## src/rtl/cpu_pkg.sv

```systemverilog
// Shared definitions for the 8-bit CPU: controller states, opcode
// constants, instruction field positions and ALU select encodings.
package cpu_pkg;

    typedef enum logic [2:0] {
        ST_FETCH,
        ST_DECODE,
        ST_EXEC,
        ST_IMM,
        ST_HALT
    } state_t;

    // Non-ALU opcodes live in ir[6:5] when ir[7] is set
    localparam logic [1:0] OP_LDI  = 2'b00;
    localparam logic [1:0] OP_OUT  = 2'b01;
    localparam logic [1:0] OP_JC   = 2'b10;
    localparam logic [1:0] OP_HALT = 2'b11;

    localparam int IR_CLASS_BIT = 7;
    localparam int IR_OP_HI     = 6;
    localparam int IR_OP_LO     = 5;
    localparam int IR_SEL_HI    = 6;
    localparam int IR_SEL_LO    = 4;
    localparam int IR_RD_HI     = 3;
    localparam int IR_RD_LO     = 2;
    localparam int IR_RS_HI     = 1;
    localparam int IR_RS_LO     = 0;

    // Select encodings understood by alu_8bit
    localparam logic [2:0] ALU_ADD = 3'b000;
    localparam logic [2:0] ALU_SUB = 3'b001;
    localparam logic [2:0] ALU_AND = 3'b010;
    localparam logic [2:0] ALU_OR  = 3'b011;
    localparam logic [2:0] ALU_XOR = 3'b100;
    localparam logic [2:0] ALU_NOT = 3'b101;
    localparam logic [2:0] ALU_SHL = 3'b110;
    localparam logic [2:0] ALU_SHR = 3'b111;

    function automatic logic ir_is_alu(input logic [7:0] ir);
        return ~ir[IR_CLASS_BIT];
    endfunction

    function automatic logic [1:0] ir_op(input logic [7:0] ir);
        return ir[IR_OP_HI:IR_OP_LO];
    endfunction

    function automatic logic [1:0] ir_rd(input logic [7:0] ir);
        return ir[IR_RD_HI:IR_RD_LO];
    endfunction

    function automatic logic [1:0] ir_rs(input logic [7:0] ir);
        return ir[IR_RS_HI:IR_RS_LO];
    endfunction

    function automatic logic [2:0] ir_sel(input logic [7:0] ir);
        return ir[IR_SEL_HI:IR_SEL_LO];
    endfunction

endpackage

```

## src/rtl/cpu_regfile.sv

```systemverilog
// 4x8 register file: two asynchronous read ports, one synchronous write
// port, all registers cleared by synchronous reset.
module cpu_regfile
    import cpu_pkg::*;
(
    input  logic       clk,
    input  logic       rst,
    input  logic [1:0] rd_addr_a,
    output logic [7:0] rd_data_a,
    input  logic [1:0] rd_addr_b,
    output logic [7:0] rd_data_b,
    input  logic       wr_en,
    input  logic [1:0] wr_addr,
    input  logic [7:0] wr_data
);

    logic [7:0] regs [4];

    // Reset has priority so a write scheduled in a reset cycle is dropped
    always_ff @(posedge clk) begin
        if (rst) begin
            for (int i = 0; i < 4; i++) begin
                regs[i] <= 8'h00;
            end
        end else if (wr_en) begin
            regs[wr_addr] <= wr_data;
        end
    end

    assign rd_data_a = regs[rd_addr_a];
    assign rd_data_b = regs[rd_addr_b];

endmodule

```

## src/rtl/cpu_control_unit.sv

```systemverilog
// Multi-cycle fetch/decode/execute controller for the 8-bit CPU. Drives
// the external combinational ALU and writes its result back.
module cpu_control_unit
    import cpu_pkg::*;
#(
    parameter logic [7:0] RESET_PC = 8'h00
) (
    input  logic       clk,
    input  logic       rst,
    output logic       imem_req,
    output logic [7:0] imem_addr,
    input  logic       imem_ack,
    input  logic [7:0] imem_data,
    output logic [7:0] alu_a,
    output logic [7:0] alu_b,
    output logic [2:0] alu_sel,
    input  logic [7:0] alu_out,
    input  logic       alu_carry,
    output logic [7:0] out_data,
    output logic       out_valid,
    output logic       halted
);

    state_t     state;
    logic [7:0] pc;
    logic [7:0] ir;
    logic       carry;

    logic [7:0] reg_rd_val;
    logic [7:0] reg_rs_val;
    logic       reg_wr_en;
    logic [7:0] reg_wr_data;

    cpu_regfile u_regfile (
        .clk       (clk),
        .rst       (rst),
        .rd_addr_a (ir_rd(ir)),
        .rd_data_a (reg_rd_val),
        .rd_addr_b (ir_rs(ir)),
        .rd_data_b (reg_rs_val),
        .wr_en     (reg_wr_en),
        .wr_addr   (ir_rd(ir)),
        .wr_data   (reg_wr_data)
    );

    // Fetch port is a pure decode of the registered state, masked in reset
    assign imem_req  = ~rst & ((state == ST_FETCH) | (state == ST_IMM));
    assign imem_addr = pc;

    // Operands always follow the current ir; only the EXEC value is used
    assign alu_a   = reg_rd_val;
    assign alu_b   = reg_rs_val;
    assign alu_sel = ir_sel(ir);

    // Writeback source: ALU result in EXEC, fetched immediate in IMM
    always_comb begin
        reg_wr_en   = 1'b0;
        reg_wr_data = alu_out;
        if (state == ST_EXEC) begin
            reg_wr_en = 1'b1;
        end else if ((state == ST_IMM) && imem_ack) begin
            reg_wr_en   = 1'b1;
            reg_wr_data = imem_data;
        end
    end

    // Controller FSM with pc, ir, carry flag and output port registers
    always_ff @(posedge clk) begin
        if (rst) begin
            state     <= ST_FETCH;
            pc        <= RESET_PC;
            ir        <= 8'h00;
            carry     <= 1'b0;
            out_data  <= 8'h00;
            out_valid <= 1'b0;
            halted    <= 1'b0;
        end else begin
            out_valid <= 1'b0;
            case (state)
                ST_FETCH: begin
                    if (imem_ack) begin
                        ir    <= imem_data;
                        pc    <= pc + 8'd1;
                        state <= ST_DECODE;
                    end
                end
                ST_DECODE: begin
                    if (ir_is_alu(ir)) begin
                        state <= ST_EXEC;
                    end else begin
                        case (ir_op(ir))
                            OP_LDI: begin
                                state <= ST_IMM;
                            end
                            OP_OUT: begin
                                out_data  <= reg_rd_val;
                                out_valid <= 1'b1;
                                state     <= ST_FETCH;
                            end
                            OP_JC: begin
                                if (carry) begin
                                    pc <= reg_rd_val;
                                end
                                state <= ST_FETCH;
                            end
                            default: begin
                                halted <= 1'b1;
                                state  <= ST_HALT;
                            end
                        endcase
                    end
                end
                ST_EXEC: begin
                    carry <= alu_carry;
                    state <= ST_FETCH;
                end
                ST_IMM: begin
                    if (imem_ack) begin
                        pc    <= pc + 8'd1;
                        state <= ST_FETCH;
                    end
                end
                ST_HALT: begin
                    state <= ST_HALT;
                end
                default: begin
                    state <= ST_FETCH;
                end
            endcase
        end
    end

endmodule

```

## config.mk

```make
export PLATFORM = sky130hd
export DESIGN_NAME = cpu_control_unit
export DESIGN_NICKNAME = d
export VERILOG_FILES = /design/src/rtl/cpu_pkg.sv /design/src/rtl/cpu_regfile.sv /design/src/rtl/cpu_control_unit.sv
export SDC_FILE = /design/constraint.sdc
export NUM_CORES = 1
export LEC_CHECK = 0
export ABC_AREA = 1
export CAP_MARGIN = 25
export CORE_ASPECT_RATIO = 0.7
export CORE_UTILIZATION = 30
export DETAILED_ROUTE_END_ITERATION = 8
export RECOVER_POWER = 50
export SYNTH_ARGS = -nofsm -noshare
export SYNTH_HDL_FRONTEND = slang
export SYNTH_HIERARCHICAL = 1
export SYNTH_SLANG_ARGS = --single-unit
```

## constraint.sdc

```tcl
create_clock -name clk -period 6.61 [get_ports clk]
set_clock_uncertainty 0.1 [all_clocks]
set_input_delay 0.9915 -clock clk [delete_from_list [all_inputs] [get_ports clk]]
set_output_delay 0.9915 -clock clk [all_outputs]
set_load 0.01 [all_outputs]
```

==> results of run 1 <==
[routing by layer]
layer | up-vias | share of wire
met3 | 8 | 0.056
met4 | 0 | 0.0090
met5 | - | 0
met2 | 87 | 0.44
met1 | 1413 | 0.49
li1 | 1559 | -
[layout by cell type, fill, tap and decap left out, drive strengths merged]
cell             n
edfxtp          32
nor2            51
bufinv           1
nand2          140
inv             80
a21oi           20
clkdlybuf4s50   34
clkinv           5
o21ai           23
or2              1
ha               1
clkbuf          11
mux2             8
buf              2
xor2             1
nand3           50
dfxtp           30
nor3             9
dlygate4sd3     23
[cells by family (layout without fill, tap and decap cells)]
kind of cell	Yosys count	count (layout)
adders and majority gates	1	1
xor gates and xnor gates	1	1
AOI/OAI and AO/OA	43	43
buffers and inverters	99	156
and+or+nand+nor	251	251
muxes	8	8
DFF	62	62
[sequential cells by signal, summed over array words and instances (netlist names)]
name,cells
halted,1
ir,8
carry,1
imem_addr,8
u_regfile/regs,32
out_valid,1
out_data,8
state,3
[worst min-delay path, delay by kind of cell, from the launching register on]
family                 cells  cell delay, ns
flip-flops                 1            0.30
buffers and inverters      1            0.04
AO/OA/AOI/OAI              1            0.05
[layout make-up]
cell class,instances,share of cell area
clock buffer,11,0.05862
tap,153,0.04418
sequential,62,0.3604
multi-input combinational,304,0.3205
inverter,81,0.07075
clock inverter,5,0.01097
timing repair buffer,59,0.1346
[power groups by stage]
stage | combinational [mW] | clock (mW) | sequential [mW]
6_report | 0.291 | 0.475 | 0.466
5_1_grt | 0.326 | 0.501 | 0.471
4_1_cts | 0.300 | 0.482 | 0.467
3_5_place_dp | 0.298 | 0 | 0.474
3_3_place_gp | 0.293 | 0 | 0.473
2_1_floorplan | 0.187 | 0 | 0.466
[how the worst max path moves through the flow]
stage,to,cells past startpoint,slack [ns],startpoint
2_1_floorplan,u_regfile/regs[2][0]$_SDFFCE_PN0P_,4,4.15,imem_ack
3_3_place_gp,imem_req,3,3.15,rst
3_5_place_dp,imem_req,3,3.14,rst
4_1_cts,imem_req,3,3.15,rst
5_1_grt,alu_b[3],5,3.04,ir[0]$_SDFFE_PP0P_
6_report,imem_req,3,3.14,rst
==> flow_summary.ini, run 1 <==
[clocking]
cts_tree = built
cts_hold_buf = 0
clockRootBuffer = clkbuf_16
cts_buffer_depth = 2
cts_buffers = 9
cts_resized = 0
postCtsSetupRepairBufs = 0
htreeDepth = 3
clock-sinks = 62
clk_latency_ns = 0.33
clk_pin_slew_ns = 0.05

[min_path]
min_delay_path_depth = 2
min_to = out_data[4]$_SDFFE_PP0P_
hold_path_class = flop to flop
hp-start = out_data[4]$_SDFFE_PP0P_

[global_routing]
busiest_layer = met2
met2_usage = 0.2473
antenna_found_initial = 0
grtUsageMet1 = 0.2193
grt.total_usage = 0.1596
grt_pass1_wl_mm = 14.46
grt-ovfl-total = 0
globalRouteMet3Util = 0.04537
first_global_vias = 2934
grt_max_degree = 26

[run_status]
status = finished, final reports clean

[synth]
yosys.area_share.simple = 0.3177
synth_area_mm2 = 0.003418
synth-edff-count = 32
synth_compound_area_frac = 0.06625
synth_xor_area_frac = 0.002562
ys_seq_elements = 62
synth_area_per_cell_um2 = 7.351
postSynthCellCount = 465
synth_most_common_cell = nand2_1
synth_top_family_by_area = simple AND/OR/NAND/NOR gates
synth.cells.most_frequent = nand2_1, inv_1, nor2_1
yosys-top-cells-area = edfxtp_1, dfxtp_1, nand2_1, inv_1, nand3_1
synth_top_area_frac = 0.2811
ys_types = 27
synth_mux_area_frac = 0.02635
yosys.area.top_type = edfxtp_1
syn-num-nets = 486
ys_seq_area_frac = 0.4568
synthFlopType = edfxtp_1
ys_warn_count = 6
synth_fa_ha_area_frac = 0.003660
ys_async_sr_fraction = 0

[die]
die_w_um = 129.6
pin_count = 58
core_mm2 = 0.01105
die_y_um = 91.31
start_util = 0.3093
fp.dieArea_mm2 = 0.01183
rows = 32

[worst_setup_path]
rr_endpoint = u_regfile/regs[1][1]$_SDFFCE_PN0P_
crit_chain = dlygate4sd3_1 -> nor2_1 -> clkdlybuf4s50_1
cpLargestDelayFamily = buffers and inverters
cp.buffers_inverters = 2
crit_path_top_delay_cell = dlygate4sd3_1
end_kind = output pin
cp.required_ns = 5.52
rrSetupSlack_ns = 3.93
worstPathMaxFanout = 9
ff2ff_path_depth = 8
cp-start-kind = input pin
arrival_ns = 2.38
cpPeakStageDelay_ns = 0.69
path_class = input pin to output pin
r2r-start = state[0]$_SDFFE_PP0P_

[place]
dp.cells = 658
place_congestion = 0.7873
dp_hpwl_mm = 6.517
pre_cts_ws_ns = 3.141
portBuffers = 57
place_area_mm2 = 0.004061

[power_and_ir_drop]
power_mw = 1.232
p_comb_frac = 0.236
ir_drop_uv = 113.9
p_seq_frac = 0.378
power.leakage_nw = 1.980
swShare = 0.2974
power_density_mw_per_mm2 = 284.3
p_switching_mw = 0.3663
intPower_mw = 0.8654
clkPwrFrac = 0.386

[drt]
drt_iter0_drc = 232
drt-total-wl_mm = 8.766
wl_per_cell_um = 12.99
drc = 0
vias_per_cell = 4.544
drtPass1Iterations = 5
antenna_left = 0
vias = 3067

[sta]
slew_headroom = 0.4847
fin_tns_setup_ns = 0
finalSetupViolCount = 0
max_freq_mhz = 288.4
slew_violations = 0
final-hold-violation-count = 0
worst_pin_slew_ns = 0.7722
finalWorstPathRequiredPeriod_ns = 3.467
finalWorstSetupSlack_ns = 3.143
fin_crit_sh = 0.5245
worst_hold_slack_ns = 0.3428
rsz0062_at_grt = false

[layout]
stdcell_area_mm2 = 0.004333
nFillCells = 1150
antennaDiodeCount = 0
fin_nets = 538
drive_gt1_frac = 0.06130
regArea_mm2 = 0.001562
fin_cells = 675
area_growth_pct = 26.76
final_util = 0.3921
multiInputGateArea_mm2 = 0.001389

[job]
cap_violations = 0
Note: power is estimated with default switching activity, not from simulation.
==> run 2: changes to the inputs <==
- clock period: 6.61 -> 3 ns (I/O delays scaled with it)
==> flow_summary.ini, run 2 (synthesized netlist as in run 1, its figures left out) <==
[sta]
rsz0062_at_grt = false
fin_tns_setup_ns = 0
finalSetupViolCount = 0
slew_violations = 0
fin_crit_sh = 0.8653
worst_pin_slew_ns = 0.7622
max_freq_mhz = 385.2
finalWorstSetupSlack_ns = 0.4040
final-hold-violation-count = 0
finalWorstPathRequiredPeriod_ns = 2.596
slew_headroom = 0.4913

[clocking]
cts_buffer_depth = 2
cts_buffers = 9
cts_resized = 0
postCtsSetupRepairBufs = 0
cts_tree = built
clk_latency_ns = 0.32
cts_hold_buf = 0
clk_pin_slew_ns = 0.05
clock-sinks = 62
clockRootBuffer = clkbuf_16
htreeDepth = 3

[layout]
area_growth_pct = 25.04
fin_nets = 541
drive_gt1_frac = 0.05714
layout.cells.most_common_list = nand2_1, inv_1, nand3_1, nor2_1, clkdlybuf4s50_1
nFillCells = 1141
antennaDiodeCount = 0
top_register = u_regfile/regs
largest_reg_flops = 32
final_util = 0.3868
final_common_cell = nand2_1

[global_routing]
antenna_found_initial = 0
grt_max_degree = 26
grt.total_usage = 0.1635
grt-ovfl-total = 0
grt_pass1_wl_mm = 14.56
first_global_vias = 2928

[worst_setup_path]
rrSetupSlack_ns = 0.60
arrival_ns = 2.05
worstPathMaxFanout = 11
r2r-start = state[2]$_SDFFE_PP0P_
ff2ff_path_depth = 9
cp.required_ns = 2.45
cp-start-kind = flop
end_kind = output pin
path_class = flop to output pin
rr_endpoint = u_regfile/regs[0][3]$_SDFFCE_PN0P_

[die]
fp.dieArea_mm2 = 0.01183
die_y_um = 91.31
pin_count = 58
start_util = 0.3093
die_w_um = 129.6
rows = 32
core_mm2 = 0.01105

[min_path]
hp-start = out_data[6]$_SDFFE_PP0P_
min_to = out_data[6]$_SDFFE_PP0P_
min_delay_path_depth = 2
hold_path_class = flop to flop

[drt]
drtPass1Iterations = 4
vias = 3100
vias_per_cell = 4.572
wirelength_met1_mm = 4.622
wl_met3_um = 716
drt-total-wl_mm = 9.125
top_layer = met4
wl_per_cell_um = 13.46
wl_met2_mm = 3.647
drc = 0
antenna_left = 0
drt_iter0_drc = 320

[run_status]
status = finished, final reports clean

[power_and_ir_drop]
power_density_mw_per_mm2 = 596.9
ir_drop_uv = 382.1
power.leakage_nw = 1.960

[place]
dp_hpwl_mm = 7.060
place_congestion = 0.8777
portBuffers = 57
pre_cts_ws_ns = 0.5668

[job]
cap_violations = 0
==> run 2: changes by cell type in the layout (fill, tap and decap cells not counted), sizes merged <==
cell and change:
clkbuf +3, buf +2, bufinv -1, clkdlybuf4s50 +1, clkinv -1, dlygate4sd3 -1
==> run 2: cell type report <==
cell class | instances | area (um2) | area share
clock buffers | 13 | 240.2 | 0.05621
multi-input cells | 304 | 1358 | 0.3176
clock inverters | 3 | 12.51 | 0.002927
inverters | 81 | 306.5 | 0.07172
repair buffers | 62 | 604.3 | 0.1414
flip-flops and latches | 62 | 1562 | 0.3653
well taps | 153 | 191.4 | 0.04479
==> run 2: layer usage <==
metal,global-route usage,vias to the layer above
li1,-,1563
met1,0.2322,1410
met2,0.2313,114
met3,0.05186,13
met4,0.05329,0
met5,0,-
==> run 2: worst max path at each step <==
stage | start | endpoint | cells after the start
2_1_floorplan | state[0]$_SDFFE_PP0P_ | u_regfile/regs[2][0]$_SDFFCE_PN0P_ | 6
3_3_place_gp | imem_ack | u_regfile/regs[0][5]$_SDFFCE_PN0P_ | 7
3_5_place_dp | imem_ack | u_regfile/regs[1][3]$_SDFFCE_PN0P_ | 7
4_1_cts | ir[0]$_SDFFE_PP0P_ | alu_b[1] | 5
5_1_grt | state[0]$_SDFFE_PP0P_ | imem_req | 6
6_report | state[0]$_SDFFE_PP0P_ | imem_req | 6
==> run 2: critical path, stage by stage (launching register included) <==
cell	delay, ns
dfxtp_1	0.35
nor2_2	0.16
nand2_1	0.08
nand2_1	0.32
inv_4	0.13
nor2_1	0.13
clkdlybuf4s50_1	0.55
==> run 2: metrics by stage <==
step	std cells	hold slack (ns)	total power, mW	instance area [um2]
finish	678	0.3421	2.551	4274
global route	678	0.3587	2.689	4274
CTS	678	0.3483	2.602	4344
detailed placement	662	0.3408	1.707	4091
global placement	662	0.3318	1.699	4091
floorplan	465	0.3203	1.440	3418
==> run 2: report_power, final <==
part	switching, mW	internal, mW
clock	0.337	0.551
combinational	0.372	0.264
sequential	0.0674	0.960
total	0.776	1.78
